==> config.mk <==
export PLATFORM = sky130hd
export DESIGN_NAME = lsu
export DESIGN_NICKNAME = d
export VERILOG_FILES = /design/src/rtl/lsu.sv
export SDC_FILE = /design/constraint.sdc
export NUM_CORES = 1
export LEC_CHECK = 0
export CORE_ASPECT_RATIO = 1.2
export CORE_MARGIN = 4
export CORE_UTILIZATION = 45
export CTS_CLUSTER_SIZE = 25
export DETAILED_ROUTE_END_ITERATION = 16
export PLACE_DENSITY = 0.82
export SLEW_MARGIN = 0
export SYNTH_ARGS = -nofsm -noshare
export SYNTH_HDL_FRONTEND = slang
export SYNTH_SLANG_ARGS = --single-unit
==> constraint.sdc <==
create_clock -name clk -period 2.1 [get_ports clk]
set_clock_uncertainty 0.1 [all_clocks]
set_input_delay 0.21 -clock clk [delete_from_list [all_inputs] [get_ports clk]]
set_output_delay 0.21 -clock clk [all_outputs]
set_load 0.005 [all_outputs]
==> src/rtl/lsu.sv <==
// Load/store unit sitting behind the ALU. It turns an RV32I load or store
// into one req/gnt/rvalid transaction on the data-memory port and holds the
// single-cycle core in stall until the access retires. Misaligned or
// illegal-width accesses never reach memory; they raise a one-cycle fault.
module lsu #(
  parameter int XLEN = 32
) (
  input  logic            clk,
  input  logic            rst_n,
  input  logic            mem_read,
  input  logic            mem_write,
  input  logic [2:0]      funct3,
  input  logic [XLEN-1:0] addr,
  input  logic [XLEN-1:0] wdata,
  output logic            stall,
  output logic [XLEN-1:0] rdata,
  output logic            fault,
  output logic            dmem_req,
  output logic            dmem_we,
  output logic [XLEN-1:0] dmem_addr,
  output logic [3:0]      dmem_be,
  output logic [XLEN-1:0] dmem_wdata,
  input  logic            dmem_gnt,
  input  logic            dmem_rvalid,
  input  logic [XLEN-1:0] dmem_rdata
);

  typedef enum logic [1:0] {IDLE, REQ, WAIT, DONE} state_t;

  state_t          r_state;
  state_t          w_next;

  logic            w_op;
  logic            w_legal;
  logic            w_aligned;
  logic            w_ok;
  logic [3:0]      w_be;
  logic [XLEN-1:0] w_lanes;

  logic            r_req;
  logic            r_we;
  logic            r_fault;
  logic [3:0]      r_be;
  logic [XLEN-1:0] r_addr;
  logic [XLEN-1:0] r_wdata;
  logic [XLEN-1:0] r_rdata;
  logic [2:0]      r_f3;
  logic [1:0]      r_k;

  // Pick the addressed byte/half out of the returned word and extend it.
  function automatic logic [XLEN-1:0] load_ext(input logic [XLEN-1:0] word,
                                               input logic [2:0]      f3,
                                               input logic [1:0]      k);
    logic [XLEN-1:0] sh;
    sh = word >> {k, 3'b000};
    case (f3)
      3'b000:  load_ext = {{(XLEN-8){sh[7]}}, sh[7:0]};
      3'b001:  load_ext = {{(XLEN-16){sh[15]}}, sh[15:0]};
      3'b100:  load_ext = {{(XLEN-8){1'b0}}, sh[7:0]};
      3'b101:  load_ext = {{(XLEN-16){1'b0}}, sh[15:0]};
      default: load_ext = word;
    endcase
  endfunction

  // A store wins when both strobes are high, so mem_write alone selects the store rules.
  assign w_op = mem_read | mem_write;

  // Classify the incoming op: legal width, natural alignment, store lanes.
  always_comb begin
    w_legal   = 1'b0;
    w_aligned = 1'b1;
    w_be      = 4'b1111;
    w_lanes   = wdata;
    case (funct3)
      3'b000, 3'b001, 3'b010: w_legal = 1'b1;
      3'b100, 3'b101:         w_legal = ~mem_write;
      default:                w_legal = 1'b0;
    endcase
    case (funct3[1:0])
      2'b01:   w_aligned = ~addr[0];
      2'b10:   w_aligned = (addr[1:0] == 2'b00);
      default: w_aligned = 1'b1;
    endcase
    if (mem_write) begin
      case (funct3[1:0])
        2'b00: begin
          w_be    = 4'b0001 << addr[1:0];
          w_lanes = {4{wdata[7:0]}};
        end
        2'b01: begin
          w_be    = 4'b0011 << addr[1:0];
          w_lanes = {2{wdata[15:0]}};
        end
        default: begin
          w_be    = 4'b1111;
          w_lanes = wdata;
        end
      endcase
    end
  end

  assign w_ok  = w_op & w_legal & w_aligned;
  assign stall = w_ok & (r_state != DONE);

  // Next-state logic for the access sequence.
  always_comb begin
    w_next = r_state;
    case (r_state)
      IDLE:    if (w_ok) w_next = REQ;
      REQ:     if (dmem_gnt) w_next = r_we ? DONE : WAIT;
      WAIT:    if (dmem_rvalid) w_next = DONE;
      DONE:    w_next = IDLE;
      default: w_next = IDLE;
    endcase
  end

  // State register.
  always_ff @(posedge clk or negedge rst_n) begin
    if (!rst_n) r_state <= IDLE;
    else        r_state <= w_next;
  end

  // Memory request, fault pulse and load result registers.
  always_ff @(posedge clk or negedge rst_n) begin
    if (!rst_n) begin
      r_req   <= 1'b0;
      r_we    <= 1'b0;
      r_be    <= 4'b0000;
      r_addr  <= '0;
      r_wdata <= '0;
      r_rdata <= '0;
      r_fault <= 1'b0;
      r_f3    <= 3'b000;
      r_k     <= 2'b00;
    end else begin
      r_fault <= (r_state == IDLE) & w_op & ~w_ok;
      case (r_state)
        IDLE: begin
          if (w_ok) begin
            r_req   <= 1'b1;
            r_we    <= mem_write;
            r_be    <= w_be;
            r_addr  <= {addr[XLEN-1:2], 2'b00};
            r_wdata <= w_lanes;
            r_f3    <= funct3;
            r_k     <= addr[1:0];
          end
        end
        REQ: begin
          if (dmem_gnt) r_req <= 1'b0;
        end
        WAIT: begin
          if (dmem_rvalid) r_rdata <= load_ext(dmem_rdata, r_f3, r_k);
        end
        default: begin
        end
      endcase
    end
  end

  assign dmem_req   = r_req;
  assign dmem_we    = r_we;
  assign dmem_be    = r_be;
  assign dmem_addr  = r_addr;
  assign dmem_wdata = r_wdata;
  assign rdata      = r_rdata;
  assign fault      = r_fault;

endmodule

==> reports/summary.txt <==
Final net count = 794
Die Area = 13,980 sq um
TritonCTS Buffers = 9
CP peak stage delay = 0.29 ns
DR WL/cell = 19.25 microns
Pwr dens = 1341 nW/um^2
Crit start category = input port
Synth cell types = 47
Post-DR vias/cell = 5.490
N_diodes = 0
WP data arrival = 1.64 ns
Clock slew at reported path FFs = 0.07 ns
GRT Util Overall = 23.40%
RSZ-0062 raised after global routing = false
Yosys reg bits = 108
Sequential fraction of the synthesis area = 49.46%
Core ar. = 11,730 sq um
Final setup fails = 0
Share of cells above drive strength 1 = 19.53%
TritonCTS clock tree = built
Final core utilization = 69.84%
Via count = 4,628
Area of the multi-input gates = 2557 sq um
Min Tclk post-route = 1.950 ns
Initial core utilization = 46.59%
Post-synth top flop = dfrtp_1
Routed Antenna Nets = 0
Initial antenna violation count = 0
GR Overflow Total = 0
Post-synth EDFFs = 0
Io pins = 209
WP data required = 1.79 ns
Root buffer cell = clkbuf_16
RD Place Congestion = 0.9752
Worst skew pair latency = 0.34 ns
DRC viols = 0
Final hold violations = 0
Largest net degree at the start of global routing = 109
Worst Tran Pin Value = 0.5828 ns
Tot Pwr = 10.99 mW
Area post-placement = 7853 sq um
Design area = 8192 sq um
Reg area = 2703 sq um
Max_cap viols = 0
Mapped Avg Cell Area = 11.80 sq um
Clock Sinks = 108
P_leak = 3.653 nW
Worst vdd ir = 643.8 uV
DP Worst Slack = -0.6054 ns
Layout area overhead = 49.92%
CP max FO = 3
Final WL = 16,230 microns
First drt pass iteration count = 4
F_max = 0.5127 GHz
CP Class = in2out
Max Slew Vio Count = 0
Rows = 43
Worst-path cell chain = dlygate4sd2_1, inv_1, ha_1, nor2_1, a221oi_4, nand2_1, nor2_2, clkdlybuf4s15_2
Port buffer count = 206
Max_slew headroom = 61.14%
Die Wd = 108.6 microns
Fraction of registers with async set/reset = 100.0%
Critical path's slowest cell = a221oi_4
H-tree depth = 3
HP Class = in2reg
Post-Synthesis Cells = 463
WHS = 0.3088 ns
Layout fillers = 855
DP HPWL = 12,110 microns
Crit share post-route = 92.87%
PnR worst setup slack = 0.1497 ns
Synth Warn # = 0
CP endpoint kind = output port
Vias in the first global route = 4,993
Status = complete, no violations
Initial DRC count = 198
Clock Tree Buf Depth = 2
First-pass GRT wire length = 25,670 microns
Mapped Area = 5464 sq um
Die height = 128.7 microns
[final timing paths]
path,slack (ns),cells after the start,from,endpoint
setup reg to reg,0.27,5,r_state[0],rdata[20]
hold / removal,0.31,3,funct3[1],r_f3[1]
setup / recovery,0.15,8,funct3[1],stall
min in group asynchronous,0.40,3,rst_n,rdata[11]
hold reg to reg,0.38,2,rdata[3],rdata[3]
max in group asynchronous,1.06,3,rst_n,dmem_addr[11]
[report_power, final]
part | switching, mW | total, mW | internal, mW | leakage (nW)
registers | 0.694 | 3.82 | 3.12 | 1.28
clock network | 0.745 | 1.73 | 0.982 | 0.151
logic | 2.04 | 5.44 | 3.40 | 2.23
total | 3.48 | 11.0 | 7.51 | 3.65
[repair_timing]
item	in CTS	in global routing
buffers inserted	1	0
hold buffers	1	0
hold endpoints to repair	108	0
gates resized for setup	8	3
pin swaps	1	0
setup endpoints to repair	65	1
[kinds of logic after synthesis]
| logic type | Yosys count | synth area share [%] |
|---|---|---|
| compound gates | 138 | 16.08 |
| flops | 108 | 49.46 |
| simple gates | 87 | 8.267 |
| mux | 79 | 20.38 |
| buf+inv | 43 | 4.145 |
| fa+ha+maj | 7 | 1.603 |
| other cells | 1 | 0.06863 |
[layer usage]
layer | routed length, microns | global-route usage (%) | share of wire, %
met3 | 1677 | 8.279 | 10
met1 | 6250 | 27.79 | 39
met2 | 7774 | 39.07 | 48
met5 | 0 | 0 | 0
met4 | 527 | 8.692 | 3.2
[area by class of cell]
class	instances	share of cell area (%)
clock inverter	4	0.5957
timing repair buffer	244	29.43
clock buffer	11	3.085
multi-input combinational	313	31.22
inverter	6	0.2749
sequential	108	32.99
tap	157	2.398
[sequential cells by signal, summed over array words and instances, names as in the netlist]
signal      count
r_k             2
fault           1
rdata          32
dmem_req        1
dmem_we         1
r_state         2
r_f3            3
dmem_addr      30
dmem_wdata     32
dmem_be         4
[per-stage QoR]
step	TNS [ns]	cells
after CTS	0	843
after detailed placement	-30.40	826
after global routing	0	843
after global placement	-25.92	826
final	0	843
after floorplan	0	464
[cells in the final DEF, fill, tap and decap left out, drive strengths merged, types with 11 or more instances in the layout]
cell and count:
clkdlybuf4s50 201, a31oi 18, clkbuf 11, o21ai 25, buf 38, dfrtp 108, nor2 26, mux2 68
nand2 25, o22ai 23, a21oi 33
[worst max-delay path, delay by kind of cell]
kind,cells,cell delay [ns]
buffers and inverters,3,0.60
AO/OA/AOI/OAI,1,0.29
adder cells (fa/ha/maj),1,0.21
AND/OR/NAND/NOR,3,0.33
[synth_stat cells, types with 2 or more instances]
cell type,n,area (sq um)
nor2b_1,10,62.56
buf_4,4,30.03
nor2_1,25,93.84
dfrtp_1,108,2703
nand2_1,25,93.84
a21oi_1,33,165.2
mux2_2,8,90.09
a2bb2oi_1,7,61.31
nand3b_1,9,67.56
buf_1,4,15.01
o21ai_0,24,120.1
clkbuf_1,19,71.32
and2_1,2,12.51
a22oi_1,8,60.06
buf_2,4,20.02
mux2i_1,10,100.1
o22ai_1,23,143.9
nand2b_1,5,31.28
inv_1,6,22.52
buf_6,6,67.56
a21boi_0,2,15.01
a21o_1,8,60.06
ha_1,7,87.58
a31oi_1,18,112.6
mux2_4,60,900.9
o2bb2ai_1,7,61.31
Note: power is estimated with default switching activity, not from simulation.
